==> src/rtl/serial_subtractor.sv <==
// Bit-serial unsigned subtractor: one bit per clock, LSB first, with a
// registered result and final borrow presented alongside a one-cycle done pulse.
module serial_subtractor #(
  parameter int WIDTH = 16
) (
  input  logic             clk,
  input  logic             rst_n,
  input  logic             start,
  input  logic [WIDTH-1:0] a,
  input  logic [WIDTH-1:0] b,
  output logic             busy,
  output logic             done,
  output logic [WIDTH-1:0] diff,
  output logic             borrow_out
);

  localparam int CW = (WIDTH > 1) ? $clog2(WIDTH) : 1;

  typedef enum logic [1:0] {
    IDLE = 2'd0,
    RUN  = 2'd1,
    DONE = 2'd2
  } state_t;

  state_t           state;
  logic [WIDTH-1:0] a_sr;
  logic [WIDTH-1:0] b_sr;
  logic [WIDTH-1:0] res_sr;
  logic             bw;
  logic [CW-1:0]    cnt;

  logic a_i;
  logic b_i;
  logic d_i;
  logic bw_next;

  // Full-subtractor cell working on the current LSBs of the operand shifters.
  always_comb begin
    a_i     = a_sr[0];
    b_i     = b_sr[0];
    d_i     = a_i ^ b_i ^ bw;
    bw_next = (~a_i & b_i) | (~(a_i ^ b_i) & bw);
  end

  always_ff @(posedge clk or negedge rst_n) begin
    if (!rst_n) begin
      state      <= IDLE;
      a_sr       <= '0;
      b_sr       <= '0;
      res_sr     <= '0;
      bw         <= 1'b0;
      cnt        <= '0;
      busy       <= 1'b0;
      done       <= 1'b0;
      diff       <= '0;
      borrow_out <= 1'b0;
    end else begin
      case (state)
        IDLE: begin
          if (start) begin
            a_sr   <= a;
            b_sr   <= b;
            res_sr <= '0;
            bw     <= 1'b0;
            cnt    <= '0;
            busy   <= 1'b1;
            state  <= RUN;
          end
        end
        RUN: begin
          a_sr   <= a_sr >> 1;
          b_sr   <= b_sr >> 1;
          res_sr <= {d_i, res_sr[WIDTH-1:1]};
          bw     <= bw_next;
          cnt    <= cnt + CW'(1);
          // diff only ever sees the fully assembled word, never the shifter.
          if (cnt == CW'(WIDTH - 1)) begin
            diff       <= {d_i, res_sr[WIDTH-1:1]};
            borrow_out <= bw_next;
            done       <= 1'b1;
            cnt        <= '0;
            state      <= DONE;
          end
        end
        DONE: begin
          done  <= 1'b0;
          busy  <= 1'b0;
          state <= IDLE;
        end
        default: begin
          done  <= 1'b0;
          busy  <= 1'b0;
          state <= IDLE;
        end
      endcase
    end
  end

endmodule

==> config.mk <==
export PLATFORM = sky130hd
export DESIGN_NAME = serial_subtractor
export DESIGN_NICKNAME = d
export VERILOG_FILES = /design/src/rtl/serial_subtractor.sv
export SDC_FILE = /design/constraint.sdc
export NUM_CORES = 1
export LEC_CHECK = 0
export ABC_AREA = 1
export CAP_MARGIN = 20
export CORE_ASPECT_RATIO = 0.8
export CORE_MARGIN = 2
export CORE_UTILIZATION = 32
export DETAILED_ROUTE_END_ITERATION = 16
export GPL_TIMING_DRIVEN = 0
export PLACE_DENSITY_LB_ADDON = 0.3
export SYNTH_ARGS = -nofsm -noshare
export SYNTH_HDL_FRONTEND = slang
export SYNTH_SLANG_ARGS = --single-unit
==> constraint.sdc <==
create_clock -name clk -period 1.8 [get_ports clk]
set_clock_uncertainty 0.15 [all_clocks]
set_input_delay 0.18 -clock clk [delete_from_list [all_inputs] [get_ports clk]]
set_output_delay 0.18 -clock clk [all_outputs]
set_load 0.02 [all_outputs]
==> Flow_metrics.wiki <==
{| class="wikitable"
! Metric !! Value
|-
| 1st-pass router iterations || 4
|-
| Count of input and output buffers || 53
|-
| Cell Area, Synth || 0.00340 mm2
|-
| CP Data Required Time || 1.47 ns
|-
| Total global routing track utilization || 0.148
|-
| Total of fill cells in the finished design || 1,049
|-
| Source-to-sink clock delay at the later pin of the worst-skew pair || 0.34 ns
|-
| Number of gates given a new drive strength after cts || 0
|-
| Die width || 119 um
|-
| Remaining global-route overflow || 0
|-
| Final core area utilization || 0.432
|-
| Antenna diode instance count || 0
|-
| Maximum achievable frequency || 609 MHz
|-
| Core Box Area || 0.0103 mm2
|-
| Worst-case clock buffer depth || 2
|-
| Number of nets produced by synthesis || 438
|-
| Area of the die || 0.0115 mm2
|-
| Hold Buf Count CTS || 1
|-
| Most frequent standard cell in the layout excluding fill and tap cells || nand2_1
|-
| Clock Tree Root || clkbuf_16
|-
| Transition time at the pin with the least slew margin || 0.402 ns
|-
| Portion of synthesized cell area occupied by the leading cell type || 0.537
|-
| Commonest non-fill, non-tap cells in the layout || 114 x nand2_1, 79 x inv_1, 73 x dfrtp_1
|-
| Deepest level of the CTS H-tree || 3
|-
| Cells along the critical path || clkdlybuf4s50_1
|-
| Wire length of the first global-routing pass || 13,300 um
|-
| Count of yosys warnings during synthesis || 0
|-
| Cell family contributing the most delay on the critical path || buffers and inverters
|-
| Cell type with the highest aggregate area in the netlist || dfrtp_1
|-
| Clock tree from TritonCTS || done
|-
| Routability-driven placement congestion ratio || 0.744
|-
| Number of setup buffers added after CTS || 0
|-
| Share of cells above drive strength 1 || 0.121
|-
| Net count of the finished layout || 504
|-
| Pwr per Cell Area || 1800 mW/mm2
|-
| Critical Path AT || 1.31 ns
|-
| Total Wirelength || 7620 um
|-
| Final ANT Viol Nets || 0
|-
| Number of endpoints failing setup at the final stage || 0
|-
| Violation count after the first detailed-route iteration || 93
|-
| Via count of the first global-routing pass || 2,885
|-
| Slowest stage cell, crit path || clkdlybuf4s50_1
|-
| Maximum number of pins on one net before global-route repair || 71
|-
| Total negative slack for setup checks || 0 ns
|-
| Fraction of the yosys area taken by sequential cells || 0.537
|-
| Final hold slack || 0.0342 ns
|-
| Total via count after detailed routing || 2,733
|-
| Share of the cycle needed by the critical path after routing || 0.912
|-
| Per-cell routed wire length || 12.4 um
|-
| Unrepaired setup endpoints after global routing || no
|-
| Initial antenna violation count || 0
|-
| Worst ir drop on vdd || 0.542 mV
|-
| Largest fanout on the critical path || 2
|-
| Post-layout power || 8020 uW
|-
| Critical path startpoint category || flip-flop
|-
| Number of storage elements in the synthesis netlist || 73
|-
| Number of distinct standard cells referenced by the synthesized netlist || 22
|-
| Maxcap violations || 0
|-
| Status || complete, no violations
|-
| Clock transition at the registers of the reported paths || 0.06 ns
|-
| Non-Filler Cell Area, Final || 0.00446 mm2
|-
| Max_slew headroom || 0.732
|-
| Final period demand of the worst path || 1.64 ns
|-
| Leakage component of the power || 0.00222 uW
|-
| Via density per instance || 4.47
|-
| # clock sinks || 73
|-
| Vertical die dimension || 96.2 um
|-
| Placement Cell Area || 0.00413 mm2
|-
| Highest cell delay on the worst timing path || 0.61 ns
|-
| Hold Fails Final Rpt || 0
|-
| Number of rows created at floorplan || 33
|-
| Type of element capturing the critical path || primary output
|-
| Area added between synthesis and finish || 31.1%
|-
| Hold Crit Class || in -> async
|-
| Initial cell density of the core || 0.330
|-
| Buffer and inverter count on the worst path || 1
|-
| Synth Instances || 401
|-
| HPWL after detailed placement || 5170 um
|-
| Most area-consuming cells after synthesis || dfrtp_1 54%, nand2_1 13%, inv_1 8.7%
|-
| Post-route DRC violation count || 0
|-
| Pins over their slew limit || 0
|-
| Syn avg cell area || 8.49 um2
|-
| Number of clock buffers inserted by TritonCTS || 9
|-
| Kind of critical path || reg -> out
|-
| Count of pins on the block boundary || 54
|}
[cell type report]
class	instances	area, um2	area share
clock buffer	9	225	0.0505
sequential	73	1830	0.409
buffer	21	155	0.0348
clock inverter	7	93.8	0.0210
inverter	82	308	0.0690
multi-input combinational	225	1110	0.250
timing repair buffer	55	566	0.127
tap	140	175	0.0392
[worst reg2reg max path, cell delays in order, from the launching register on]
cell and delay (ns):
dfrtp_1 0.40, ha_1 0.22, nand3_2 0.10, buf_2 0.21
buf_6 0.16, o21ai_1 0.12, nand2_1 0.07
[registers in the layout, summed over array words and instances, names as in the netlist]
register	flops
borrow_out	1
diff	16
bw	1
res_sr	15
done	1
cnt	4
a_sr	16
busy	1
b_sr	16
state	2
[metrics by stage]
step                      cells  setup slack (ns)
after floorplan             401             0.405
after global placement      594             -2.20
after detailed placement    595            0.0862
after CTS                   612             0.148
after global routing        612            0.0968
final                       612             0.159
[power by group]
part | internal, uW | leakage, uW | switching (uW)
logic | 1400 | 0.00120 | 1930
registers | 2440 | 0.000877 | 346
clock network | 1210 | 0.000152 | 704
total | 5050 | 0.00222 | 2980
[final timing paths]
| check | start | depth (start not counted) | slack, ns | end |
|---|---|---|---|---|
| max | diff[15]$_DFFE_PN0P_ | 1 | 0.16 | diff[15] |
| min | rst_n | 2 | 0.03 | a_sr[6]$_DFFE_PN0P_ |
| max reg2reg | cnt[0]$_DFFE_PN0P_ | 6 | 0.24 | diff[7]$_DFFE_PN0P_ |
| min reg2reg | res_sr[5]$_DFFE_PN0P_ | 2 | 0.33 | diff[4]$_DFFE_PN0P_ |
| max in group asynchronous | rst_n | 3 | 0.93 | a_sr[2]$_DFFE_PN0P_ |
| min in group clk | a[15] | 3 | 0.31 | a_sr[15]$_DFFE_PN0P_ |
[synth_stat cells (all sizes together)]
cell,instances
nor2,2
o21ai,52
nand4,1
nand3,37
ha,1
dfrtp,73
o22ai,14
clkbuf,3
fa,1
inv,82
nand2,116
buf,18
or2,1
[cell families after synthesis]
family | synth area share
AO/OA/AOI/OAI | 0.121
adder cells (fa/ha/maj) | 0.00956
buffers and inverters | 0.136
flip-flops | 0.537
AND/OR/NAND/NOR | 0.197
[layer usage]
layer,wire length [um],GRT usage,vias up
met5,0,0,-
met4,154,0.0608,0
met3,309,0.0403,11
met2,3570,0.263,50
met1,3580,0.172,1302
li1,-,-,1370
No activity file was read; power rests on OpenSTA's default activity.
